## src/rtl/frame_draw_scheduler_pkg.sv

```systemverilog
// Shared constants and types for the frame draw scheduler.
//   xMAX / yMAX     : last pixel column / row of the frame
//   UBYTE_W         : width of one position byte
//   FRAME_PIXELS    : total pixels in one frame
//   fsState_t       : scheduler states FS_IDLE, FS_LOAD, FS_SCAN, FS_DONE
package frame_draw_scheduler_pkg;

  localparam int unsigned xMAX         = 159;
  localparam int unsigned yMAX         = 119;
  localparam int unsigned UBYTE_W      = 8;
  localparam int unsigned PIX_CNT_W    = 15;
  localparam int unsigned FRAME_PIXELS = (xMAX + 1) * (yMAX + 1);

  typedef logic [UBYTE_W-1:0] ubyte_t;

  typedef enum logic [1:0] {
    FS_IDLE,
    FS_LOAD,
    FS_SCAN,
    FS_DONE
  } fsState_t;

endpackage

```

## src/rtl/frame_draw_scheduler_if.sv

```systemverilog
// Renderer-side bus of the frame draw scheduler.
//   master (scheduler): drives render_restart, render_en and the frame
//                       snapshots; receives pix_valid.
//   slave  (renderer) : the mirror image.
interface frame_draw_scheduler_if;
  import frame_draw_scheduler_pkg::*;

  logic       pix_valid;
  logic       render_restart;
  logic       render_en;
  logic [3:0] game_state;
  ubyte_t     dino_y;
  ubyte_t     obs1_x;
  ubyte_t     obs1_h;
  ubyte_t     obs2_x;
  ubyte_t     obs2_h;

  modport master (
    input  pix_valid,
    output render_restart, render_en, game_state,
    output dino_y, obs1_x, obs1_h, obs2_x, obs2_h
  );

  modport slave (
    output pix_valid,
    input  render_restart, render_en, game_state,
    input  dino_y, obs1_x, obs1_h, obs2_x, obs2_h
  );
endinterface

```

## src/rtl/frame_draw_scheduler_tick_edge_queue.sv

```systemverilog
// Frame tick rising-edge detector with a one-deep pending flag.
//   frame_tick : raw tick strobe
//   idle, done : scheduler is in IDLE / DONE
//   tickRise   : combinational rising edge of frame_tick
//   pending    : one queued tick
//   drop_cnt   : saturating dropped-tick count (FRAME_DROP_CNT_EN only)
module tick_edge_queue
  import frame_draw_scheduler_pkg::*;
(
  input  logic   clk,
  input  logic   resetn,
  input  logic   frame_tick,
  input  logic   idle,
  input  logic   done,
  output logic   tickRise,
  output logic   pending
`ifdef FRAME_DROP_CNT_EN
  ,
  output ubyte_t drop_cnt
`endif
);

  logic tickQ;
  logic consume;
  logic pendingNext;

  assign tickRise = frame_tick & ~tickQ;
  // A queued tick is consumed when the scheduler starts a frame from it
  // (DONE, or IDLE if a tick was queued during the DONE cycle). A tick
  // arriving in that same cycle takes its place.
  assign consume  = (idle | done) & pending;

  always_comb begin
    pendingNext = pending;
    if (consume)
      pendingNext = tickRise;
    else if (tickRise && !idle && !pending)
      pendingNext = 1'b1;
  end

  always_ff @(posedge clk or negedge resetn) begin
    if (!resetn) begin
      tickQ   <= 1'b0;
      pending <= 1'b0;
    end else begin
      tickQ   <= frame_tick;
      pending <= pendingNext;
    end
  end

`ifdef FRAME_DROP_CNT_EN
  always_ff @(posedge clk or negedge resetn) begin
    if (!resetn)
      drop_cnt <= '0;
    else if (tickRise && !idle && !consume && pending && drop_cnt != '1)
      drop_cnt <= drop_cnt + 1'b1;
  end
`endif

endmodule

```

## src/rtl/frame_draw_scheduler.sv

```systemverilog
// Frame-level sequencer between game logic and the pixel renderer.
// On a frame tick it snapshots the game inputs, restarts and enables the
// renderer, counts plotted pixels to find end of frame and pulses
// frame_done. Mid-frame ticks queue one deep; further ticks are dropped.
// Optional macro FRAME_DROP_CNT_EN adds the drop_cnt port.
//   clk, resetn      : clock, asynchronous active-low reset
//   frame_tick       : frame strobe (edge detected)
//   *_in             : live game state / positions
//   rbus             : renderer bus (pix_valid in; restart/enable/snapshots out)
//   busy, frame_done : status
module frame_draw_scheduler
  import frame_draw_scheduler_pkg::*;
#(
  parameter int unsigned X_MAX = xMAX,
  parameter int unsigned Y_MAX = yMAX
) (
  input  logic                   clk,
  input  logic                   resetn,
  input  logic                   frame_tick,
  input  logic [3:0]             game_state_in,
  input  ubyte_t                 dino_y_in,
  input  ubyte_t                 obs1_x_in,
  input  ubyte_t                 obs1_h_in,
  input  ubyte_t                 obs2_x_in,
  input  ubyte_t                 obs2_h_in,
  frame_draw_scheduler_if.master rbus,
  output logic                   busy,
  output logic                   frame_done
`ifdef FRAME_DROP_CNT_EN
  ,
  output ubyte_t                 drop_cnt
`endif
);

  localparam logic [PIX_CNT_W-1:0] LAST_PIX = PIX_CNT_W'((X_MAX + 1) * (Y_MAX + 1) - 1);

  fsState_t             state, stateNext;
  logic                 tickRise, pending;
  logic [PIX_CNT_W-1:0] pixCnt;
  logic                 renderRestart, renderEn;
  logic [3:0]           gameState;
  ubyte_t               dinoY, obs1X, obs1H, obs2X, obs2H;

  tick_edge_queue uQueue (
    .clk        (clk),
    .resetn     (resetn),
    .frame_tick (frame_tick),
    .idle       (state == FS_IDLE),
    .done       (state == FS_DONE),
    .tickRise   (tickRise),
    .pending    (pending)
`ifdef FRAME_DROP_CNT_EN
    ,
    .drop_cnt   (drop_cnt)
`endif
  );

  always_comb begin
    stateNext = state;
    case (state)
      FS_IDLE: if (tickRise || pending) stateNext = FS_LOAD;
      FS_LOAD: stateNext = FS_SCAN;
      FS_SCAN: if (rbus.pix_valid && pixCnt == LAST_PIX) stateNext = FS_DONE;
      FS_DONE: stateNext = pending ? FS_LOAD : FS_IDLE;
      default: stateNext = FS_IDLE;
    endcase
  end

  always_ff @(posedge clk or negedge resetn) begin
    if (!resetn)
      state <= FS_IDLE;
    else
      state <= stateNext;
  end

  // Status outputs are registered from the next state so they line up
  // with the state they describe.
  always_ff @(posedge clk or negedge resetn) begin
    if (!resetn) begin
      renderRestart <= 1'b0;
      renderEn      <= 1'b0;
      busy          <= 1'b0;
      frame_done    <= 1'b0;
    end else begin
      renderRestart <= (stateNext == FS_LOAD);
      renderEn      <= (stateNext == FS_SCAN);
      busy          <= (stateNext != FS_IDLE);
      frame_done    <= (stateNext == FS_DONE);
    end
  end

  always_ff @(posedge clk or negedge resetn) begin
    if (!resetn)
      pixCnt <= '0;
    else if (state == FS_LOAD)
      pixCnt <= '0;
    else if (state == FS_SCAN && rbus.pix_valid)
      pixCnt <= pixCnt + 1'b1;
  end

  always_ff @(posedge clk or negedge resetn) begin
    if (!resetn) begin
      gameState <= '0;
      dinoY     <= '0;
      obs1X     <= '0;
      obs1H     <= '0;
      obs2X     <= '0;
      obs2H     <= '0;
    end else if (state == FS_LOAD) begin
      gameState <= game_state_in;
      dinoY     <= dino_y_in;
      obs1X     <= obs1_x_in;
      obs1H     <= obs1_h_in;
      obs2X     <= obs2_x_in;
      obs2H     <= obs2_h_in;
    end
  end

  assign rbus.render_restart = renderRestart;
  assign rbus.render_en      = renderEn;
  assign rbus.game_state     = gameState;
  assign rbus.dino_y         = dinoY;
  assign rbus.obs1_x         = obs1X;
  assign rbus.obs1_h         = obs1H;
  assign rbus.obs2_x         = obs2X;
  assign rbus.obs2_h         = obs2H;

endmodule
```

## src/flat_wrapper.sv

```systemverilog
// flat-port wrapper written by rule: the top's interface ports become plain ports
module frame_draw_scheduler_flat import frame_draw_scheduler_pkg::*;
#(
  parameter int unsigned X_MAX = xMAX,
  parameter int unsigned Y_MAX = yMAX
)
  (clk, resetn, frame_tick, game_state_in, dino_y_in, obs1_x_in, obs1_h_in, obs2_x_in, obs2_h_in, busy, frame_done, rbus_pix_valid, rbus_render_restart, rbus_render_en, rbus_game_state, rbus_dino_y, rbus_obs1_x, rbus_obs1_h, rbus_obs2_x, rbus_obs2_h);
  frame_draw_scheduler_if rbus_i ();
  input  logic clk;
  input  logic resetn;
  input  logic frame_tick;
  input  logic [3:0] game_state_in;
  input  ubyte_t dino_y_in;
  input  ubyte_t obs1_x_in;
  input  ubyte_t obs1_h_in;
  input  ubyte_t obs2_x_in;
  input  ubyte_t obs2_h_in;
  output logic busy;
  output logic frame_done;
  input wire logic [$bits(rbus_i.pix_valid)-1:0] rbus_pix_valid;
  output wire logic [$bits(rbus_i.render_restart)-1:0] rbus_render_restart;
  output wire logic [$bits(rbus_i.render_en)-1:0] rbus_render_en;
  output wire logic [$bits(rbus_i.game_state)-1:0] rbus_game_state;
  output wire logic [$bits(rbus_i.dino_y)-1:0] rbus_dino_y;
  output wire logic [$bits(rbus_i.obs1_x)-1:0] rbus_obs1_x;
  output wire logic [$bits(rbus_i.obs1_h)-1:0] rbus_obs1_h;
  output wire logic [$bits(rbus_i.obs2_x)-1:0] rbus_obs2_x;
  output wire logic [$bits(rbus_i.obs2_h)-1:0] rbus_obs2_h;
  assign rbus_i.pix_valid = rbus_pix_valid;
  assign rbus_render_restart = rbus_i.render_restart;
  assign rbus_render_en = rbus_i.render_en;
  assign rbus_game_state = rbus_i.game_state;
  assign rbus_dino_y = rbus_i.dino_y;
  assign rbus_obs1_x = rbus_i.obs1_x;
  assign rbus_obs1_h = rbus_i.obs1_h;
  assign rbus_obs2_x = rbus_i.obs2_x;
  assign rbus_obs2_h = rbus_i.obs2_h;
  frame_draw_scheduler #(.X_MAX(X_MAX), .Y_MAX(Y_MAX)) u_core (.clk(clk), .resetn(resetn), .frame_tick(frame_tick), .game_state_in(game_state_in), .dino_y_in(dino_y_in), .obs1_x_in(obs1_x_in), .obs1_h_in(obs1_h_in), .obs2_x_in(obs2_x_in), .obs2_h_in(obs2_h_in), .rbus(rbus_i), .busy(busy), .frame_done(frame_done));
endmodule
```

## config.mk

```make
export PLATFORM = sky130hd
export DESIGN_NAME = frame_draw_scheduler_flat
export DESIGN_NICKNAME = d
export VERILOG_FILES = /design/src/rtl/frame_draw_scheduler_pkg.sv /design/src/rtl/frame_draw_scheduler_if.sv /design/src/rtl/frame_draw_scheduler_tick_edge_queue.sv /design/src/rtl/frame_draw_scheduler.sv /design/src/flat_wrapper.sv
export SDC_FILE = /design/constraint.sdc
export NUM_CORES = 1
export LEC_CHECK = 0
export ABC_CLOCK_PERIOD_IN_PS = 1800
export BUFFER_PORTS_ARGS = -buffer_cell sky130_fd_sc_hd__buf_4
export CORE_AREA = 5 5 85 87
export DETAILED_ROUTE_END_ITERATION = 10
export DIE_AREA = 0 0 90 92
export PLACE_DENSITY_LB_ADDON = 0.12
export SLEW_MARGIN = 20
export SYNTH_ARGS = -nofsm -noshare
export SYNTH_HDL_FRONTEND = slang
export SYNTH_SLANG_ARGS = --single-unit
```

## constraint.sdc

```tcl
create_clock -name clk -period 1.8 [get_ports clk]
set_clock_uncertainty 0.15 [all_clocks]
set_input_delay 0 -clock clk [delete_from_list [all_inputs] [get_ports clk]]
set_output_delay 0 -clock clk [all_outputs]
set_load 0.02 [all_outputs]
```

# [After elaboration in Yosys (flattened, before gate mapping)]
# Index checks and enable logic that the tools add are counted.
[op_classes] n_addsub=1 eq_ne=7 n_mux=8 bitwise_logic=4 n_reduce_logical=11
[ops] cell="$mux W15" count=2
[ops] cell="$add A15 B1 Y15 const B" count=1
[ops] cell="$eq A15 B15 Y1 const B" count=1
[ops] cell="$eq A2 B2 Y1 const B" count=4
[ops] cell="$pmux W2 S4" count=1
[ops] cell="$reduce_bool A2 Y1" count=3
[ops] cell="$eq A2 B1 Y1 const B" count=2
[ops] cell="$logic_and A1 B1 Y1" count=4
[ops] cell="$mux W2" count=2
[ops] cell="$mux W1" count=3
[ops] cell="$and A1 B1 Y1" count=2
[ops] cell="$logic_not A1 Y1" count=2
[ops] cell="$logic_not A2 Y1" count=1
[ops] cell="$logic_or A1 B1 Y1" count=1
[ops] cell="$not A1 Y1" count=1
[ops] cell="$or A1 B1 Y1" count=1
[totals] reg_bits=67 input_bits=48 elab_cells=45

# [Longest topological paths before layout]
# Gate-level depths: netlist of run 1.
[depth] word_depth=6 depth_mapped=7 ltp_nobuf=6

# [Cells and area by module]
# Synthesis of run 1 repeated with hierarchy kept, for this count alone.
[unflattened] cells_unflattened=204 area_unflattened_um2=2798.9
[modules_own_cells] mod="frame_draw_scheduler" instances=1 cells_per_inst=198 area_each_um2=2716.4 seq_area_each_um2=1626.6
[modules_own_cells] mod="tick_edge_queue" instances=1 cells_per_inst=6 area_each_um2=82.6 seq_area_each_um2=50.0

# [Worst setup path before layout of run 1]
# Ideal clock, no wire load.
[synth_timing] path_kind="register -> register" startpoint="register u_core.state[0]" endpoint="register u_core.pixCnt[11]" arrival_time_ns=1.478 required_ns=1.510 path_slack_ns=0.032 stages_incl_launch_ff=7 period_less_slack_ns=1.768 path_cell_list="dfrtp_1 inv_1 ha_1 clkbuf_1 nand4_1 o311ai_0 o41ai_1"
[synth_between] elab_chain_len=3
[synth_rtl] item="start, declared" line_no="frame_draw_scheduler.sv:37" text="fsState_t state, stateNext;"
[synth_rtl] item="start signal, assigned" line_no="frame_draw_scheduler.sv:73" text="state <= stateNext;"
[synth_rtl] item="$eq A2 B2 Y1" line_no="frame_draw_scheduler.sv:97" text="else if (state == FS_SCAN && rbus.pix_valid)"
[synth_rtl] item="$logic_and A1 B1 Y1" line_no="frame_draw_scheduler.sv:97"
[synth_rtl] item="$reduce_bool A2 Y1 (no line)"
[synth_rtl] item="end signal, assigned" line_no="frame_draw_scheduler.sv:98" text="pixCnt <= pixCnt + 1'b1;"
[synth_rtl] item="end, declared" line_no="frame_draw_scheduler.sv:39" text="logic [PIX_CNT_W-1:0] pixCnt;"
# Parallel ways exist; a longest one is shown, timed or not.
# A chain may end at the register's enable or synchronous reset.

# [Worst setup path after layout of run 1]
[layout_timing] startpoint="register u_core.pixCnt[1]" endpoint="register u_core.pixCnt[14]"
[layout_between] elab_chain_len=3
[layout_rtl] item="$add A15 B1 Y15" line_no="frame_draw_scheduler.sv:98"
[layout_rtl] item="$mux W15" line_no="frame_draw_scheduler.sv:97"
[layout_rtl] item="$mux W15" line_no="frame_draw_scheduler.sv:95" text="else if (state == FS_LOAD)"
# No other way between the ends. The select of a mux whose other input is x is not followed.

==> results.py, run 1 <==
metrics = {
    "run_status": {
        "status": "finished, final reports clean",
    },
    "worst_setup_path": {
        "rrSetupSlack_ns": 0.1,
        "timing.rr.end": "u_core.pixCnt[14]",
        "r2r-start": "u_core.pixCnt[1]",
        "crit_fanout": 3,
        "startpoint_type": "flip-flop",
        "critPathLaunch": "u_core.pixCnt[1]",
        "worstRegToRegCells": 5,
        "cp.arrival_ns": 1.81,
        "end_kind": "flip-flop",
        "crit_type": "flip-flop to flip-flop",
        "crit_path_end": "u_core.pixCnt[14]",
        "critPathRequiredTime_ns": 1.91,
    },
    "power": {
        "pwr-share-clk": 0.160,
        "p_int_w": 0.00429,
        "power_frac_seq": 0.364,
        "leakage_nw": 2.06,
        "switching_share": 0.368,
        "cellPowerDensity_nw_per_um2": 1570,
        "vdd_drop_max_mv": 0.967,
        "power_switching_w": 0.00250,
        "p_comb_frac": 0.476,
        "power_w": 0.00679,
    },
    "floorplan": {
        "initial_utilization": 0.443,
        "fp-row-count": 29,
        "coreArea_um2": 6280,
        "ioPinCount": 96,
        "die_h_um": 92,
        "dieArea_um2": 8280,
        "dieWidth_um": 90,
    },
    "job": {
        "cap_violations": 0,
    },
    "yosys": {
        "synth_edf_count": 0,
        "synthesis.nets": 258,
        "synth_top_area_frac": 0.602,
        "synthesis.instances": 205,
        "netlist_area_um2": 2780,
        "synth_area_leaders": "dfrtp_1 60%, mux2_2 18%, xor2_1 3.1%, ha_1 2.2%, nor2_1 2.2%",
        "synthArstFlopShare": 1.00,
        "synth_common_cells": "67 x dfrtp_1, 44 x mux2_2, 16 x nor2_1",
        "ys_types": 36,
        "ys_seq_area_frac": 0.602,
        "syn_area_per_cell_um2": 13.6,
        "yosysWarnings": 0,
        "synth_area_leader_cell": "dfrtp_1",
        "ys_ff_latch": 67,
        "yosys_most_used_dff": "dfrtp_1",
        "yosysMostFrequentCell": "dfrtp_1",
    },
    "global_routing": {
        "grt_usage": 0.171,
        "grt_overflow_total": 0,
        "grt_pass1_vias": 2390,
        "grt_antenna_before_repair": 0,
        "grt_max_degree": 49,
        "grt_pass1_wl_mm": 11.6,
    },
    "clocking": {
        "clk_pin_slew_worst_paths_ns": 0.07,
        "cts_buffers": 9,
        "clk-insertion-delay-late_ns": 0.33,
        "htreeDepth": 3,
        "cts.sinks": 67,
        "clockRootBuffer": "clkbuf_8",
        "clock_path_buffers": 2,
        "cts_tree": "done",
    },
    "route": {
        "first_pass_iters": 4,
        "drt_wl_total_mm": 6.84,
        "via_count": 2150,
        "drtAntennaViolNets": 0,
        "wl_per_cell_um": 15.3,
        "vias_per_cell": 4.82,
        "drcViolationCount": 0,
        "drt_iter0_markers": 47,
    },
    "timing": {
        "setup_viol": 0,
        "hold_violations": 0,
        "finalCritPeriodShare": 0.946,
        "grt_setup_unrepaired": "false",
        "worstMarginPinSlew_ns": 0.340,
        "relSlewSlack": 0.772,
        "drv_slew": 0,
        "fmax_mhz": 587,
        "post-route-min-period_ns": 1.70,
        "tns_ns": 0,
    },
    "cells_and_area": {
        "n_antenna_cell": 0,
        "fill_cells": 455,
        "utilization": 0.690,
        "synthToLayoutAreaGrowth_pct": 55.6,
        "layout.nets": 417,
        "multi_input_comb_area_um2": 1040,
        "drive_gt1_frac": 0.480,
        "regArea_um2": 1680,
    },
    "hold_path": {
        "hp-class": "input pin to flip-flop",
    },
    "placed_design": {
        "hpwl_mm": 4.48,
        "routabilityCongestion": 0.795,
        "port_buffers": 95,
    },
}
==> layer usage <==
metal | routed length, um | vias to the layer above | global-route usage
li1 | - | 1033 | -
met1 | 2750 | 1039 | 0.202
met2 | 3420 | 66 | 0.285
met3 | 566 | 12 | 0.0671
met4 | 109 | 0 | 0.0596
met5 | 0 | - | 0
==> power by group through the flow <==
stage	Sequential [W]	Clock [W]	Combinational, W
finish	0.00247	0.00109	0.00323
floorplan	0.00313	0	0.00110
CTS	0.00246	0.00112	0.00319
global placement	0.00245	0	0.00306
detailed placement	0.00248	0	0.00311
global route	0.00255	0.00119	0.00349
==> worst max-delay path, cell delays in order, from the launching register on <==
cell and delay [ns]:
dfrtp_1 0.37, ha_1 0.18, and4_4 0.24, nand2_1 0.07
or4_4 0.49, a21oi_2 0.14
==> area by class of cell <==
class                           count  area share
Timing Repair Buffer              158       0.307
Multi-Input combinational cell    123       0.239
Clock inverter                      4     0.00607
Inverter                            5     0.00433
Sequential cell                    67       0.387
Clock buffer                       12      0.0335
Tap cell                           77      0.0222
==> state kept, by name, indices dropped and copies added, names as in the netlist, 2 cells and up <==
| name | cells |
|---|---|
| u_core.rbus.obs1_x | 8 |
| u_core.rbus.obs2_x | 8 |
| u_core.rbus.obs1_h | 8 |
| u_core.pixCnt | 15 |
| u_core.rbus.game_state | 4 |
| u_core.rbus.obs2_h | 8 |
| u_core.state | 2 |
| u_core.rbus.dino_y | 8 |
==> layout by cell type, fill, tap and decap left out, types with 2 or more instances in the layout <==
master and count:
buf_4 108, dlygate4sd3_1 48, clkinv_2 2, nor3_1 2, nand3_1 6, and2_1 2
dfrtp_1 67, xor2_1 10, ha_1 3, inv_1 5, buf_12 2, mux2_2 44
nand2_1 6, a21oi_1 2, and4_1 3, nor2_1 16, ha_2 2, clkbuf_1 2
nand4_1 6, clkbuf_8 10
==> kinds of logic (layout without fill, tap and decap cells) <==
| group | after synthesis | count (layout) | share of synthesized area |
|---|---|---|---|
| fa+ha+maj | 5 | 5 | 0.0225 |
| simple gates | 52 | 52 | 0.105 |
| buf+inv | 15 | 179 | 0.0306 |
| mux | 44 | 44 | 0.178 |
| xor+xnor | 11 | 11 | 0.0346 |
| compound gates | 11 | 11 | 0.0270 |
| flops | 67 | 67 | 0.602 |
==> worst min path at each step <==
stage	to	slack [ns]	from	depth (start not counted)
floorplan	u_core.busy	-0.45	resetn	0
global placement	u_core.pixCnt[10]	-0.24	resetn	1
detailed placement	u_core.pixCnt[14]	-0.25	resetn	1
CTS	u_core.rbus.obs2_x[1]	0.05	resetn	3
global route	u_core.uQueue.tickQ	0.19	frame_tick	2
finish	u_core.uQueue.tickQ	0.18	frame_tick	2
==> what timing repair did <==
action	4_1_cts	5_1_grt
hold buffers	48	1
setup buffers	0	3
endpoints found under the setup margin	0	14
gates resized for setup	0	5
endpoints found under the hold margin	117	19
==> metrics by stage <==
step                instance area, um2  instances  setup slack (ns)  hold WS (ns)
floorplan                         2780        205            0.0323        -0.446
global placement                  3640        379             0.130        -0.244
detailed placement                3640        379            0.0787        -0.245
CTS                               4300        443            0.0606        0.0472
global route                      4330        446            0.0301         0.190
finish                            4330        446            0.0966         0.177
No activity file was read; power rests on OpenSTA's default activity.
==> run 2, diff against run 1 <==
--- a/config.mk
+++ b/config.mk
@@ -8,9 +8,11 @@
 export ABC_CLOCK_PERIOD_IN_PS = 1800
 export BUFFER_PORTS_ARGS = -buffer_cell sky130_fd_sc_hd__buf_4
 export CORE_AREA = 5 5 85 87
+export CTS_CLUSTER_DIAMETER = 100
 export DETAILED_ROUTE_END_ITERATION = 10
 export DIE_AREA = 0 0 90 92
 export PLACE_DENSITY_LB_ADDON = 0.12
+export RECOVER_POWER = 100
 export SLEW_MARGIN = 20
 export SYNTH_ARGS = -nofsm -noshare
 export SYNTH_HDL_FRONTEND = slang
==> constraint.sdc (replaced) <==
create_clock -name clk -period 1.8 [get_ports clk]
set_clock_uncertainty 0.15 [all_clocks]
set_input_delay 0.45 -clock clk [delete_from_list [all_inputs] [get_ports clk]]
set_output_delay 0.45 -clock clk [all_outputs]
set_load 0.02 [all_outputs]
==> run 2 against run 1 <==
  * Critical path depth unchanged
  * Clock power grew 32%
  * Core utilization fell by 9.7 points
  * Routed wire length down 13%
  * Register-to-register slack got worse by 0.02 ns
  * Global-route usage decreased by 2.1 points
  * Critical endpoint unchanged
==> results.py, run 2 (synthesized netlist as in run 1, its figures left out) <==
metrics = {
    "clocking": {
        "clk-insertion-delay-late_ns": 0.33,
        "clockRootBuffer": "clkbuf_8",
        "post-cts-setup-buffer-count": 0,
        "cts_buffers": 9,
        "cts_tree": "done",
        "clk_pin_slew_worst_paths_ns": 0.07,
        "htreeDepth": 3,
        "cts.sinks": 67,
        "clock_path_buffers": 2,
    },
    "global_routing": {
        "busiest_layer": "met2",
        "grt.met1_usage": 0.186,
        "met3_usage": 0.0851,
        "grt_pass1_vias": 2042,
        "use_met2": 0.220,
        "grt_usage": 0.150,
        "grt_antenna_before_repair": 0,
        "grt_max_degree": 40,
        "grt_overflow_total": 0,
        "grt_pass1_wl_mm": 10.0,
    },
    "floorplan": {
        "die_h_um": 92,
        "initial_utilization": 0.443,
        "ioPinCount": 96,
        "dieArea_um2": 8280,
        "coreArea_um2": 6280,
        "dieWidth_um": 90,
        "fp-row-count": 29,
    },
    "worst_setup_path": {
        "timing.rr.end": "u_core.pixCnt[14]",
        "slowest_stage": "or4_1",
        "end_kind": "flip-flop",
        "crit_type": "flip-flop to flip-flop",
        "slowest_delay_ns": 0.46,
        "worstPathCellList": "ha_1 -> and4_4 -> nand2_1 -> or4_1 -> a21oi_1",
        "rrSetupSlack_ns": 0.08,
        "cp.arrival_ns": 1.83,
        "startpoint_type": "flip-flop",
        "worstRegToRegCells": 5,
        "path_delay_family": "simple AND/OR/NAND/NOR gates",
        "crit_buf_inv": 0,
        "crit_fanout": 4,
        "critPathRequiredTime_ns": 1.91,
        "r2r-start": "u_core.pixCnt[1]",
    },
    "cells_and_area": {
        "layout.nets": 371,
        "drive_gt1_frac": 0.390,
        "final_common_cell": "dfrtp_1",
        "regMostFlops": "u_core.pixCnt",
        "final_cell_mix": "67 x dfrtp_1, 54 x buf_4, 52 x clkbuf_1",
        "largest_register_ffs": 15,
        "synthToLayoutAreaGrowth_pct": 33.7,
        "n_antenna_cell": 0,
    },
    "route": {
        "drt_wl_total_mm": 5.96,
        "drtAntennaViolNets": 0,
        "first_pass_iters": 4,
        "drt_iter0_markers": 76,
        "wl_per_cell_um": 14.9,
        "vias_per_cell": 4.89,
        "via_count": 1957,
        "drcViolationCount": 0,
    },
    "placed_design": {
        "hpwl_mm": 4.60,
        "port_buffers": 95,
        "pre_cts_ws_ns": 0.0297,
        "routabilityCongestion": 0.751,
    },
    "timing": {
        "finalCritPeriodShare": 0.956,
        "relSlewSlack": 0.571,
        "fmax_mhz": 581,
        "hold_violations": 0,
        "tns_ns": 0,
        "setup_viol": 0,
        "fin_ws_ns": 0.0787,
        "worstMarginPinSlew_ns": 0.643,
        "post-route-min-period_ns": 1.72,
        "grt_setup_unrepaired": "false",
        "drv_slew": 0,
    },
    "hold_path": {
        "hp-class": "input pin to flip-flop",
        "min_to": "u_core.uQueue.tickQ",
        "hold_start": "frame_tick",
        "holdPathStages": 1,
    },
    "power": {
        "cellPowerDensity_nw_per_um2": 1740,
        "leakage_nw": 1.70,
        "vdd_drop_max_mv": 0.940,
    },
    "job": {
        "cap_violations": 0,
    },
    "run_status": {
        "status": "finished, final reports clean",
    },
}
==> run 2: area by class of cell <==
class	count	area, um2
inverter	5	18.8
multi-input combinational	123	1030
timing repair buffer	112	666
clock buffer	11	151
tap	77	96.3
sequential	67	1680
fill	569	2550
clock inverter	5	83.8
==> run 2: routing by layer <==
metal / routed length [um] / vias to the layer above / part of all wire
li1: - / 951 / -
met4: 57 / 0 / 0.0096
met2: 2790 / 73 / 0.47
met3: 617 / 5 / 0.10
met1: 2500 / 928 / 0.42
met5: 0 / - / 0
==> run 2: worst max-delay path by stage <==
stage / from / endpoint / slack, ns / cells after the start
global route: u_core.pixCnt[1] / u_core.rbus.render_en / 0.01 / 6
detailed placement: u_core.pixCnt[1] / u_core.pixCnt[14] / 0.03 / 5
CTS: u_core.pixCnt[1] / u_core.pixCnt[14] / 0.03 / 5
floorplan: u_core.state[0] / u_core.pixCnt[11] / 0.03 / 6
finish: u_core.pixCnt[1] / u_core.pixCnt[14] / 0.08 / 5
global placement: rbus_pix_valid / u_core.pixCnt[14] / 0.1 / 5
==> run 2: power breakdown <==
part | internal (W) | switching, W
Sequential | 0.00213 | 0.000288
Clock | 0.000860 | 0.000578
Combinational | 0.00108 | 0.00156
Total | 0.00407 | 0.00242
==> run 2: metrics by stage <==
stage,hold WS (ns),std cells,cell area [um2],utilization,total power [W]
after CTS,0.0667,400,3920,0.624,0.00710
after floorplan,0.00441,205,2780,-,0.00423
after global placement,0.238,383,3670,0.585,0.00557
final,0.104,400,3720,0.593,0.00649
after detailed placement,0.228,383,3670,0.585,0.00563
after global routing,0.0820,400,3720,0.593,0.00696
==> run 2: what timing repair did <==
| action | 4_1_cts | 5_1_grt |
|---|---|---|
| setup endpoints to repair | 0 | 2 |
| hold buffers | 1 | 0 |
| endpoints found under the hold margin | 22 | 0 |
| resized for setup | 0 | 3 |
